**src/rtl/wb_arb2_timeout.sv**
```systemverilog
// Two-master Wishbone classic arbiter: round-robin grant held per cyc tenure,
// with a watchdog that forces an error on strobes the slave never terminates.
module wb_arb2_timeout #(
  parameter int ADDR_WIDTH = 22,
  parameter int DATA_WIDTH = 32,
  parameter int TIMEOUT    = 255
) (
  input  logic                    wb_clk_i,
  input  logic                    wb_rst_i,
  input  logic                    m0_cyc_i,
  input  logic                    m0_stb_i,
  input  logic                    m0_we_i,
  input  logic [ADDR_WIDTH-1:0]   m0_adr_i,
  input  logic [DATA_WIDTH-1:0]   m0_dat_i,
  input  logic [DATA_WIDTH/8-1:0] m0_sel_i,
  output logic                    m0_ack_o,
  output logic                    m0_err_o,
  output logic                    m0_rty_o,
  output logic [DATA_WIDTH-1:0]   m0_dat_o,
  input  logic                    m1_cyc_i,
  input  logic                    m1_stb_i,
  input  logic                    m1_we_i,
  input  logic [ADDR_WIDTH-1:0]   m1_adr_i,
  input  logic [DATA_WIDTH-1:0]   m1_dat_i,
  input  logic [DATA_WIDTH/8-1:0] m1_sel_i,
  output logic                    m1_ack_o,
  output logic                    m1_err_o,
  output logic                    m1_rty_o,
  output logic [DATA_WIDTH-1:0]   m1_dat_o,
  output logic                    s_cyc_o,
  output logic                    s_stb_o,
  output logic                    s_we_o,
  output logic [ADDR_WIDTH-1:0]   s_adr_o,
  output logic [DATA_WIDTH-1:0]   s_dat_o,
  output logic [DATA_WIDTH/8-1:0] s_sel_o,
  input  logic                    s_ack_i,
  input  logic                    s_err_i,
  input  logic                    s_rty_i,
  input  logic [DATA_WIDTH-1:0]   s_dat_i,
  output logic [1:0]              grant_o,
  output logic [7:0]              timeout_cnt_o
);

  localparam logic [1:0] IDLE = 2'd0;
  localparam logic [1:0] OWN0 = 2'd1;
  localparam logic [1:0] OWN1 = 2'd2;
  localparam logic [15:0] WD_MAX = 16'(TIMEOUT - 1);

  logic [1:0]  state;
  logic [1:0]  nxt;
  logic        last_owner;
  logic [15:0] wd;
  logic        forced_err;
  logic        own0;
  logic        own1;
  logic        term;
  logic        hit;
  logic        chg;
  logic        fe;

  assign own0 = (state == OWN0);
  assign own1 = (state == OWN1);
  assign grant_o = {own1, own0};

  assign s_cyc_o = (own0 & m0_cyc_i) | (own1 & m1_cyc_i);
  assign s_stb_o = s_cyc_o & ~forced_err & (own1 ? m1_stb_i : m0_stb_i);
  assign s_we_o  = own1 ? m1_we_i  : m0_we_i;
  assign s_adr_o = own1 ? m1_adr_i : m0_adr_i;
  assign s_dat_o = own1 ? m1_dat_i : m0_dat_i;
  assign s_sel_o = own1 ? m1_sel_i : m0_sel_i;

  assign m0_dat_o = s_dat_i;
  assign m1_dat_o = s_dat_i;

  // A late slave ack wins over the forced error; an abandoned strobe gets none
  assign fe = forced_err & s_cyc_o & ~s_ack_i;

  assign m0_ack_o = own0 & s_ack_i;
  assign m0_rty_o = own0 & s_rty_i;
  assign m0_err_o = own0 & (s_err_i | fe);
  assign m1_ack_o = own1 & s_ack_i;
  assign m1_rty_o = own1 & s_rty_i;
  assign m1_err_o = own1 & (s_err_i | fe);

  assign term = s_ack_i | s_err_i | s_rty_i;
  assign hit  = s_stb_o & ~term & (wd == WD_MAX);
  assign chg  = (nxt != state);

  always_comb begin
    nxt = state;
    case (state)
      IDLE: begin
        if (m0_cyc_i && (!m1_cyc_i || last_owner))
          nxt = OWN0;
        else if (m1_cyc_i)
          nxt = OWN1;
      end
      OWN0: if (!m0_cyc_i) nxt = m1_cyc_i ? OWN1 : IDLE;
      OWN1: if (!m1_cyc_i) nxt = m0_cyc_i ? OWN0 : IDLE;
      default: nxt = IDLE;
    endcase
  end

  always_ff @(posedge wb_clk_i or posedge wb_rst_i) begin
    if (wb_rst_i) begin
      state         <= IDLE;
      last_owner    <= 1'b1;
      wd            <= '0;
      forced_err    <= 1'b0;
      timeout_cnt_o <= '0;
    end else begin
      state <= nxt;
      if (chg && nxt == OWN0)
        last_owner <= 1'b0;
      else if (chg && nxt == OWN1)
        last_owner <= 1'b1;
      if (chg || !s_stb_o || term || hit)
        wd <= '0;
      else
        wd <= wd + 16'd1;
      forced_err <= hit;
      if (hit && timeout_cnt_o != 8'hFF)
        timeout_cnt_o <= timeout_cnt_o + 8'd1;
    end
  end

endmodule

```
**config.mk**
```make
export PLATFORM = sky130hd
export DESIGN_NAME = wb_arb2_timeout
export DESIGN_NICKNAME = d
export VERILOG_FILES = /design/src/rtl/wb_arb2_timeout.sv
export SDC_FILE = /design/constraint.sdc
export NUM_CORES = 1
export LEC_CHECK = 0
export CAP_MARGIN = 20
export CORE_AREA = 2 2 116 118
export CTS_BUF_LIST = sky130_fd_sc_hd__clkbuf_4 sky130_fd_sc_hd__clkbuf_8
export CTS_CLUSTER_SIZE = 14
export DETAILED_ROUTE_END_ITERATION = 6
export DIE_AREA = 0 0 118 120
export DONT_BUFFER_PORTS = 1
export SLEW_MARGIN = 20
export SYNTH_ARGS = -nofsm -noshare
export SYNTH_HDL_FRONTEND = slang
export SYNTH_SLANG_ARGS = --single-unit
```
**constraint.sdc**
```tcl
create_clock -name wb_clk_i -period 2.5 [get_ports wb_clk_i]
set_input_delay 0.125 -clock wb_clk_i [delete_from_list [all_inputs] [get_ports wb_clk_i]]
set_output_delay 0.125 -clock wb_clk_i [all_outputs]
set_load 0.02 [all_outputs]
```
# Word-level counts from Yosys, hierarchy flattened

Index checks and enable logic that the tools add are counted.

Add/sub/neg operators: 2
Multipliers: 0
Divide/modulo/power cells: 0
$lt $le $gt $ge: 0
Equality and inequality tests: 7
Shift-type cells: 0
Mux-type cells: 15
Bitwise gates (word level): 21
Reduce and logical (&&, ||, !) cells: 12

Operators by type and width:

| cell                                                              | count |
|---|---|
| 32-bit 2-to-1 mux                                                 | 1 |
| 22-bit 2-to-1 mux                                                 | 1 |
| 16-bit by 1-bit adder with 16-bit output (second input constant)  | 1 |
| 16-bit by 8-bit == test with 1-bit output (second input constant) | 1 |
| 16-bit 2-to-1 mux                                                 | 1 |
| 1-bit AND                                                         | 14 |
| 2-bit 2-to-1 mux                                                  | 5 |
| 8-bit by 1-bit adder with 8-bit output (second input constant)    | 1 |
| 8-bit != test (second input constant)                             | 1 |
| 2-bit case mux with 3 select lines                                | 1 |
| 1-bit 2-to-1 mux                                                  | 5 |
| 2-bit by 1-bit == test with 1-bit output (second input constant)  | 2 |
| 2-bit == test (second input constant)                             | 2 |
| 1-bit logical AND                                                 | 4 |
| 1-bit logical OR                                                  | 4 |
| 4-bit 2-to-1 mux                                                  | 1 |
| 1-bit OR                                                          | 4 |
| 1-bit NOT                                                         | 3 |
| 1-bit logical NOT                                                 | 2 |
| 2-bit logical NOT                                                 | 1 |
| 2-bit != test                                                     | 1 |
| 2-bit nonzero test                                                | 1 |

Flip-flop bits (word level): 28
Bits in latches: 0
RAM bits: 0
Memory bits (read-only): 0
Output and inout port bits: 141
Word-level logic and storage cells: 62
Memories kept: 0

# Logic depth before layout (Yosys ltp)

Gate-level depths: netlist of the first run.

Depth in word-level cells: 10
Gate-level depth with buffers: 9
Depth with buffers taken out: 6

# Least setup slack after synthesis of the first run

No wires, ideal clock.

Path type: reg-to-reg
Start: register wd[0]
End: register wd[14]
Arrival: 1686 ps
Data required time: 2381 ps
Setup slack: 695 ps
Cell stages (with the launch flop): 10
Path buffers: 3
Period minus slack after synthesis: 1805 ps
Cell sequence: dfrtp_1 -> inv_1 -> ha_1 -> nor4b_1 -> and4_1 -> buf_1 -> nand2b_1 -> buf_2 -> buf_6 -> nor2_1

Longest elaborated chain between the ends: 4
Elaborated cells on any way between the ends: 5

Ends and longest elaborated chain:

| element                                                                          | RTL line | source |
|---|---|---|
| start, declared                                                                  | 52       | `logic [15:0] wd;` |
| start signal, assigned                                                           | 120      | `wd <= wd + 16'd1;` |
| branches (longest 3 deep; another with 16-bit by 1-bit adder with 16-bit output) | n/a      |  |
| 16-bit 2-to-1 mux *                                                              | 117      | `if (chg \|\| !s_stb_o \|\| term \|\| hit)` |

Mark *: on every way between the ends.
A chain may end at the register's enable or synchronous reset.

# Worst setup path after layout of the first run

Start: register state[0]
End: output s_adr_o[1]

Longest elaborated chain between the ends: 2

Ends and longest elaborated chain:

| element                | RTL line | source |
|---|---|---|
| start, declared        | 49       | `logic [1:0] state;` |
| start signal, assigned | 112      | `state <= nxt;` |
| 2-bit == test          | 62       | `assign own1 = (state == OWN1);` |
| 22-bit 2-to-1 mux      | 68       | `assign s_adr_o = own1 ? m1_adr_i : m0_adr_i;` |
| end, declared          | 33       | `output logic [ADDR_WIDTH-1:0] s_adr_o,` |

Every way passes these cells.

==> results of run 1 <==
## worst max-delay path, stage by stage (launching register included)
cell,delay (ps)
dfrtp_1,440
nand2b_2,250
clkinv_4,60
buf_4,490
nand2_1,110
nand2_1,330
## routing by layer
metal,vias up,GRT usage,wire length (um)
met1,1006,0.137,3400
met2,190,0.169,3820
met4,2,0.0203,54
met5,-,0,12
met3,7,0.0894,1570
li1,1068,-,-
## per-stage QoR
step | utilization | instance area (sq um) | hold WS (ps)
6_report | 0.191 | 2480 | 31.7
5_1_grt | 0.191 | 2480 | 38.6
4_1_cts | 0.191 | 2480 | 27.2
3_5_place_dp | 0.185 | 2400 | 105
3_3_place_gp | 0.185 | 2400 | 112
2_1_floorplan | - | 2710 | 190
## Yosys cell counts, drive strengths merged, types with 2 or more instances
| library cell | count | share of area |
|---|---|---|
| or3 | 2 | 0.0046 |
| nand2b | 3 | 0.0069 |
| buf | 70 | 0.19 |
| mux2 | 2 | 0.0083 |
| nor3 | 6 | 0.015 |
| nand2 | 184 | 0.25 |
| and2 | 6 | 0.014 |
| and3 | 5 | 0.012 |
| ha | 3 | 0.014 |
| xnor2 | 12 | 0.039 |
| dfrtp | 27 | 0.25 |
| nor2 | 27 | 0.037 |
| nand3 | 9 | 0.018 |
| inv | 5 | 0.0069 |
| and4 | 3 | 0.0097 |
| nand4 | 8 | 0.018 |
| a31oi | 2 | 0.0069 |
| xor2 | 7 | 0.023 |
| nor2b | 3 | 0.0069 |
| clkbuf | 12 | 0.017 |
## sequential cells by signal, summed over array words and instances (netlist names)
register / count
forced_err: 1
last_owner: 1
state: 2
timeout_cnt_o: 8
wd: 16
## layout make-up
type / count / area [sq um]
fillers: 1451 / 10500
multi-input cells: 292 / 1410
flip-flops and latches: 28 / 702
well taps: 176 / 220
repair buffers: 8 / 67.6
clock buffers: 4 / 48.8
inverters: 6 / 27.5
## cell families after synthesis
logic type	Yosys count	synth area share
AO/OA/AOI/OAI	9	0.0282
XOR/XNOR	19	0.0614
adder cells (fa/ha/maj)	3	0.0138
buffers and inverters	88	0.221
flip-flops	28	0.259
multiplexers	2	0.00831
AND/OR/NAND/NOR	259	0.408
## report_power, final
group	switching, mW	total (mW)	internal, mW
Combinational	0.487	0.600	0.113
Sequential	0.0122	0.476	0.464
Clock	0.134	0.259	0.125
## layout by cell type, fill, tap and decap left out, types with 2 or more instances in the layout
cell type / n
nor2_1: 27
nand4_1: 8
or3_1: 2
buf_4: 5
and2_1: 6
mux2_2: 2
inv_1: 5
ha_1: 3
xor2_1: 7
xnor2_1: 12
nand3_1: 8
nand2_1: 184
nand2b_1: 2
and3_1: 5
and4_1: 3
nor3_1: 5
dfrtp_1: 27
nor2b_1: 3
dlygate4sd3_1: 3
clkbuf_8: 3
## path summary, 6_finish.rpt
check | to | slack [ps] | cells after the start
setup / recovery | s_adr_o[1] | 380 | 5
max in group asynchronous | last_owner$_DFFE_PP1P_ | 1850 | 3
hold / removal | state[1]$_DFF_PP0_ | 30 | 2
hold reg to reg | wd[0]$_DFF_PP0_ | 550 | 1
min in group asynchronous | wd[15]$_DFF_PP0_ | 350 | 3
setup reg to reg | timeout_cnt_o[1]$_DFFE_PP0P_ | 630 | 6
## timing repair
item | 4_1_cts | 5_1_grt
setup buffers | 0 | 0
hold buffers | 3 | 0
endpoints found under the hold margin | 29 | 0
==> flow_metrics.tcl, run 1 <==
set metrics [dict create \
    grtUsageTotal 0.116 \
    setup_viol 0 \
    grt_start_max_net_pins 63 \
    relSlewSlack 0.582 \
    power_density_nw_per_um2 539 \
    grt_pass1_wl_mm 12.4 \
    synthArstFlopShare 1.00 \
    hold_start "m0_cyc_i" \
    row_count 42 \
    seq_area_frac_synth 0.259 \
    synth_nets 570 \
    grt_pass1_vias 2032 \
    total_power_mw 1.34 \
    timing.fmax_mhz 471 \
    path_class "flop to output pin" \
    htreeDepth 1 \
    routed_wl_mm 8.86 \
    clock_latency_ps 280 \
    rsz0062_at_grt "no" \
    cts-root-buf "clkbuf_8" \
    layout_min_cycle_time_ps 2120 \
    syn2layout_area_growth_pct -8.58 \
    worstReg2RegStart "wd[0]$_DFF_PP0_" \
    worst_slack_ps 379 \
    cts_resized 0 \
    synth_cells 408 \
    hpwlAfterDp_mm 7.56 \
    tightestPinTransition_ps 627 \
    synthFlopType "dfrtp_1" \
    dr.pass1.iters 4 \
    vias_per_cell 4.42 \
    die_w_um 118 \
    cts-buffers-inserted 3 \
    clkTransAtPathRegs_ps 90 \
    syn-cell-area_sq_um 2710 \
    gp_congestion 0.792 \
    cap_viol_max_count 0 \
    synth_enable_flop_cells 0 \
    p_leak_nw 1.20 \
    dp_cells 507 \
    finalCritPeriodShare 0.848 \
    arrival_ps 2000 \
    syn_area_per_cell_sq_um 6.65 \
    finClkSkew_ps 4.92 \
    ir_drop_mv 0.139 \
    ctsLongestPathBuffers 2 \
    dieArea_sq_um 14200 \
    antenna_found_initial 1 \
    yosysWarnings 0 \
    cp.required_ps 2380 \
    cts_tree "yes" \
    grt.overflow.total 0 \
    synth_cell_types 38 \
    start_util 0.209 \
    crit_fanout 62 \
    end_kind "output pin" \
    ios 300 \
    slew_viol_final 0 \
    drtAntennaViolNets 0 \
    die_h_um 120 \
    hold_violations 0 \
    tns_ps 0 \
    portBuffers 0 \
    status "completed" \
    ys_ff_latch 28 \
    critPathLaunchType "flop" \
    core_area_sq_um 13000 \
    vias 2273 \
    nets 501 \
    drive_above_1_share 0.0562 \
    drt_iter0_markers 133 \
    drc_errors 0 \
    finalNonFillerCells 514 \
    antenna_cells 0 \
    cts.sinks 28 \
    place_ws_ps 654 \
    hold_path.class "input pin to flop" \
    wl_per_cell_um 17.2 \
    critPathLaunch "state[0]$_DFF_PP0_" \
]
Power figures use the tool's default switching activity.
==> run 2: changes to the inputs <==
--- a/config.mk
+++ b/config.mk
@@ -5,6 +5,7 @@
 export SDC_FILE = /design/constraint.sdc
 export NUM_CORES = 1
 export LEC_CHECK = 0
+export ABC_AREA = 1
 export CAP_MARGIN = 20
 export CORE_AREA = 2 2 116 118
 export CTS_BUF_LIST = sky130_fd_sc_hd__clkbuf_4 sky130_fd_sc_hd__clkbuf_8
==> constraint.sdc (replaced) <==
create_clock -name wb_clk_i -period 1.7 [get_ports wb_clk_i]
set_input_delay 0.085 -clock wb_clk_i [delete_from_list [all_inputs] [get_ports wb_clk_i]]
set_output_delay 0.085 -clock wb_clk_i [all_outputs]
set_load 0.02 [all_outputs]
==> run 2 against run 1 <==
  * First-iteration DRC count is 29% higher
  * Sequential share of layout area decreased by 6.1 points
  * Hold slack worse by 17 ps
==> flow_metrics.tcl, run 2 <==
set metrics [dict create \
    status "completed" \
    synthArstFlopShare 1.00 \
    drt_iter0_markers 172 \
    timing.fmax_mhz 619 \
    vias 2888 \
    core_area_sq_um 13000 \
    grt_start_max_net_pins 61 \
    cp.required_ps 1620 \
    row_count 42 \
    regArea_sq_um 702 \
    dr.pass1.iters 4 \
    critPathMaxStageDelay_ps 400 \
    wl_per_cell_um 19.4 \
    grt.overflow.total 0 \
    antenna_cells 0 \
    nets 631 \
    netlist_top_cells_area "nand2_1 (30%), dfrtp_1 (22%), buf_4 (16%)" \
    syn2layout_area_growth_pct 3.49 \
    synth.most_common_cell "nand2_1" \
    synth_common_cells "nand2_1 (247), buf_4 (66), inv_1 (36)" \
    rsz0062_at_grt "no" \
    finClkSkew_ps 1.36 \
    routed_wl_mm 12.5 \
    hold_violations 0 \
    ctsLongestPathBuffers 2 \
    yosysWarnings 0 \
    setup_viol 0 \
    die_h_um 120 \
    htreeDepth 1 \
    clkTransAtPathRegs_ps 90 \
    crit_fanout 15 \
    cts-buffers-inserted 3 \
    synth_cells 508 \
    layout_min_cycle_time_ps 1620 \
    largest_reg_flops 16 \
    total_power_mw 3.53 \
    drive_above_1_share 0.139 \
    yosysTopAreaCellShare 0.304 \
    reg2reg_slack_ps 210 \
    yosysTopAreaCell "nand2_1" \
    grt_pass1_wl_mm 16.8 \
    cap_viol_max_count 0 \
    vias_per_cell 4.48 \
    clock_latency_ps 280 \
    cts.sinks 28 \
    relSlewSlack 0.735 \
    power_density_nw_per_um2 1120 \
    layout_common_cells "nand2_1 (247), inv_1 (36), nor2_1 (27), dfrtp_1 (27), buf_4 (25)" \
    cts_tree "yes" \
    whs_ps 14.4 \
    synthFlopType "dfrtp_1" \
    critPathLaunchType "flop" \
    ir_drop_mv 0.437 \
    crit_slowest_cell "dfrtp_1" \
    start_util 0.235 \
    path_cells "inv_2, nand2_2, inv_2, buf_12, nand2_1, nand2_1, buf_12" \
    hpwlAfterDp_mm 10.1 \
    multiInputGateArea_sq_um 1650 \
    synth_nets 670 \
    slew_viol_final 0 \
    finalCritPeriodShare 0.951 \
    dieArea_sq_um 14200 \
    nFillCells 1519 \
    die_w_um 118 \
    grtUsageTotal 0.159 \
    hold_path.class "input pin to flop" \
    antenna_found_initial 1 \
    drtAntennaViolNets 0 \
    synth_enable_flop_cells 0 \
    place_ws_ps 215 \
    syn_area_per_cell_sq_um 6.00 \
    max_flop_register "wd" \
    seq_area_frac_synth 0.230 \
    drc_errors 0 \
    portBuffers 0 \
    final_common_cell "nand2_1" \
    p_leak_nw 1.68 \
    worst_slack_ps 84.0 \
    grt_pass1_vias 2644 \
    gp_congestion 0.891 \
    ios 300 \
    cts-root-buf "clkbuf_8" \
    path_class "flop to output pin" \
    largestRegisters "wd (16), timeout_cnt_o (8), state (2)" \
    tns_ps 0 \
    tightestPinTransition_ps 395 \
    arrival_ps 1530 \
    synth_cell_types 30 \
    ys_ff_latch 28 \
    end_kind "output pin" \
    syn-cell-area_sq_um 3050 \
]
[run 2: cell types whose count changed after synthesis, sizes merged, moves of 4 or more]
cell    delta
and3       -5
nor2      +15
nor3       +4
nand4      +8
xnor2      -7
nand2     +66
inv       +33
clkbuf     -6
buf        +5
and2       -5
nand3     +10
[run 2: power by group]
group          internal [mW]  switching, mW  total (mW)
clock                  0.185          0.213       0.398
sequential             0.706         0.0170       0.723
combinational          0.636           1.78        2.41
total                   1.53           2.01        3.53
[run 2: cell type report]
cell class                      count  area share
Timing Repair Buffer               37       0.125
Sequential cell                    28       0.222
Tap cell                          176      0.0698
Multi-Input combinational cell    360       0.521
Clock buffer                        4      0.0155
Inverter                           39      0.0464
[run 2: path summary, 6_finish.rpt]
check | endpoint | depth (start not counted) | start
max reg2reg | wd[15]$_DFF_PP0_ | 10 | state[1]$_DFF_PP0_
min in group asynchronous | wd[14]$_DFF_PP0_ | 3 | wb_rst_i
min reg2reg | wd[0]$_DFF_PP0_ | 1 | wd[0]$_DFF_PP0_
max in group asynchronous | last_owner$_DFFE_PP1P_ | 3 | wb_rst_i
max | s_adr_o[21] | 7 | state[0]$_DFF_PP0_
min | state[0]$_DFF_PP0_ | 2 | m0_cyc_i
[run 2: kinds of logic after synthesis]
family / Yosys count / synth area share
and+or+nand+nor: 340 / 0.473
buffers and inverters: 120 / 0.237
DFF: 28 / 0.230
xor gates and xnor gates: 12 / 0.0345
AOI/OAI and AO/OA: 5 / 0.0131
adders and majority gates: 3 / 0.0123
[run 2: critical path: cells and delay by family (launching register included)]
family | cells | cell delay, ps
buffers and inverters | 4 | 540
flip-flops | 1 | 400
AND/OR/NAND/NOR | 3 | 310
[run 2: per-stage QoR]
step	util	cells	instance area [sq um]
floorplan	-	508	3050
global placement	0.230	634	2990
detailed placement	0.230	634	2990
CTS	0.237	642	3080
global route	0.243	644	3160
finish	0.243	644	3160
[run 2: metal layers]
| metal | global-route usage | wire length, um | vias to the layer above |
|---|---|---|---|
| li1 | - | - | 1405 |
| met1 | 0.192 | 4850 | 1307 |
| met4 | 0.0181 | 46 | 0 |
| met2 | 0.251 | 5870 | 171 |
| met5 | 0 | 0 | - |
| met3 | 0.0932 | 1700 | 5 |
[run 2: repair_timing]
item                                   in CTS  in global routing
endpoints found under the hold margin      29                  0
setup buffers                               1                  0
setup endpoints to repair                  57                 28
gates cloned                                0                  2
gates resized for setup                     1                  7
pin swaps                                   1                  2
hold buffers                                3                  0
==> run 3: changes to the inputs <==
--- a/config.mk
+++ b/config.mk
@@ -13,7 +13,7 @@
 export DETAILED_ROUTE_END_ITERATION = 6
 export DIE_AREA = 0 0 118 120
 export DONT_BUFFER_PORTS = 1
-export SLEW_MARGIN = 20
+export PLACE_DENSITY = 0.44
 export SYNTH_ARGS = -nofsm -noshare
 export SYNTH_HDL_FRONTEND = slang
 export SYNTH_SLANG_ARGS = --single-unit
==> run 3 against run 2 <==
  * Sequential power increased by 2%
  * Critical path depth decreased by 1
  * Utilization grew 0.16 points
  * Largest power group unchanged
  * Register-to-register slack got worse by 30 ps
  * Clock skew up 10 ps
  * Clock power is 7.5% higher
  * Total power increased by 0.49%
==> flow_metrics.tcl, run 3 (same netlist as run 2, synthesis figures left out) <==
set metrics [dict create \
    status "completed" \
    portBuffers 0 \
    nFillCells 1483 \
    start_util 0.235 \
    nets 634 \
    vias_per_cell 4.55 \
    max_flop_register "wd" \
    hold_violations 0 \
    grt_start_max_net_pins 41 \
    ir_drop_mv 0.364 \
    fin_util 0.245 \
    power_density_nw_per_um2 1120 \
    gp_congestion 0.906 \
    clock_latency_ps 280 \
    wl_per_cell_um 20.5 \
    cap_viol_max_count 0 \
    pwr-share-comb 0.671 \
    dieArea_sq_um 14200 \
    p_sw_mw 1.99 \
    clkPwrFrac 0.120 \
    largest_reg_flops 16 \
    die_h_um 120 \
    hpwlAfterDp_mm 11.3 \
    die_w_um 118 \
    syn2layout_area_growth_pct 4.18 \
    cts-buffers-inserted 3 \
    core_area_sq_um 13000 \
    hold_path.class "input pin to flop" \
    slew_viol_final 0 \
    crit_fanout 21 \
    tightestPinTransition_ps 447 \
    hold_start "m0_cyc_i" \
    relSlewSlack 0.699 \
    largestRegisters "wd (16), timeout_cnt_o (8), state (2)" \
    routed_wl_mm 13.3 \
    worstReg2RegStart "wd[0]$_DFF_PP0_" \
    grt_pass1_vias 2709 \
    layout_min_cycle_time_ps 1600 \
    drive_above_1_share 0.159 \
    arrival_ps 1510 \
    final_common_cell "nand2_1" \
    antenna_found_initial 1 \
    path_class "flop to output pin" \
    rsz0062_at_grt "no" \
    finClkSkew_ps 11.6 \
    setup_viol 0 \
    timing.fmax_mhz 626 \
    intPower_mw 1.57 \
    pwr-share-seq 0.208 \
    cts-root-buf "clkbuf_8" \
    dr.pass1.iters 4 \
    finalCritPeriodShare 0.940 \
    cts_tree "yes" \
    drtAntennaViolNets 0 \
    layout_common_cells "nand2_1 (240), inv_1 (35), buf_4 (30)" \
    end_kind "output pin" \
    cts.sinks 28 \
    grt.overflow.total 0 \
    tns_ps 0 \
    grtUsageTotal 0.175 \
    critPathLaunchType "flop" \
    switching_share 0.559 \
    clkTransAtPathRegs_ps 110 \
    ios 300 \
    grt_pass1_wl_mm 18.3 \
    p_leak_nw 1.68 \
    row_count 42 \
    htreeDepth 1 \
    drc_errors 0 \
    drt_iter0_markers 200 \
    vias 2948 \
    critPathLaunch "state[0]$_DFF_PP0_" \
    cp.required_ps 1620 \
    ctsLongestPathBuffers 2 \
]
## run 3: cell count changes in the layout (fill, tap and decap cells not counted), sizes merged
cell    before  now
clkbuf       6    5
buf         32   36
diode        0    1
## run 3: area by class of cell
cell class / instances / area (sq um) / share of cell area
flip-flops and latches: 28 / 703 / 0.221
repair buffers: 40 / 392 / 0.123
inverters: 39 / 154 / 0.0484
multi-input cells: 360 / 1650 / 0.520
well taps: 176 / 220 / 0.0693
diodes: 1 / 2.50 / 0.000787
clock buffers: 4 / 55.1 / 0.0173
## run 3: timing repair
item,in CTS,in global routing
resized for setup,5,14
hold buffers,3,0
setup buffers,0,4
pin swaps,0,1
setup endpoints to repair,57,57
gates cloned,0,1
endpoints found under the hold margin,29,0
## run 3: final timing paths
| check | endpoint | slack, ps | cells after the start |
|---|---|---|---|
| max in group asynchronous | last_owner$_DFFE_PP1P_ | 1060 | 3 |
| worst min-delay path | state[1]$_DFF_PP0_ | 10 | 3 |
| min in group asynchronous | state[0]$_DFF_PP0_ | 330 | 3 |
| worst min register to register | wd[0]$_DFF_PP0_ | 500 | 1 |
| worst max register to register | wd[10]$_DFF_PP0_ | 180 | 9 |
| worst max-delay path | s_adr_o[3] | 100 | 6 |
## run 3: through the flow
| stage | setup slack [ps] | hold WS, ps | instances | instance area [sq um] | total power, mW |
|---|---|---|---|---|---|
| floorplan | 185 | 150 | 508 | 3050 | 2.61 |
| global placement | 201 | 106 | 635 | 2990 | 2.93 |
| detailed placement | 176 | 107 | 635 | 2990 | 2.95 |
| CTS | -3.16 | 2.97 | 642 | 3090 | 3.43 |
| global route | 6.50 | 5.54 | 647 | 3180 | 3.77 |
| finish | 103 | 13.4 | 648 | 3180 | 3.55 |
## run 3: routing by layer
metal | track usage | part of all wire | vias up
li1 | - | - | 1413
met1 | 0.212 | 0.41 | 1341
met2 | 0.264 | 0.44 | 186
met3 | 0.117 | 0.15 | 6
met4 | 0.0143 | 0.0029 | 2
met5 | 0.0478 | 0.0065 | -
## run 3: power by group through the flow
stage	sequential, mW	combinational [mW]	clock, mW
6_report	0.739	2.38	0.428
5_1_grt	0.746	2.55	0.472
4_1_cts	0.736	2.25	0.448
3_5_place_dp	0.747	2.20	0
3_3_place_gp	0.745	2.19	0
2_1_floorplan	0.737	1.87	0
## run 3: worst max-delay path: stages, from the launching register on
cell,delay (ps)
dfrtp_1,410
inv_2,120
nand2_4,110
inv_8,120
buf_6,190
nand2_1,70
nand2_1,190
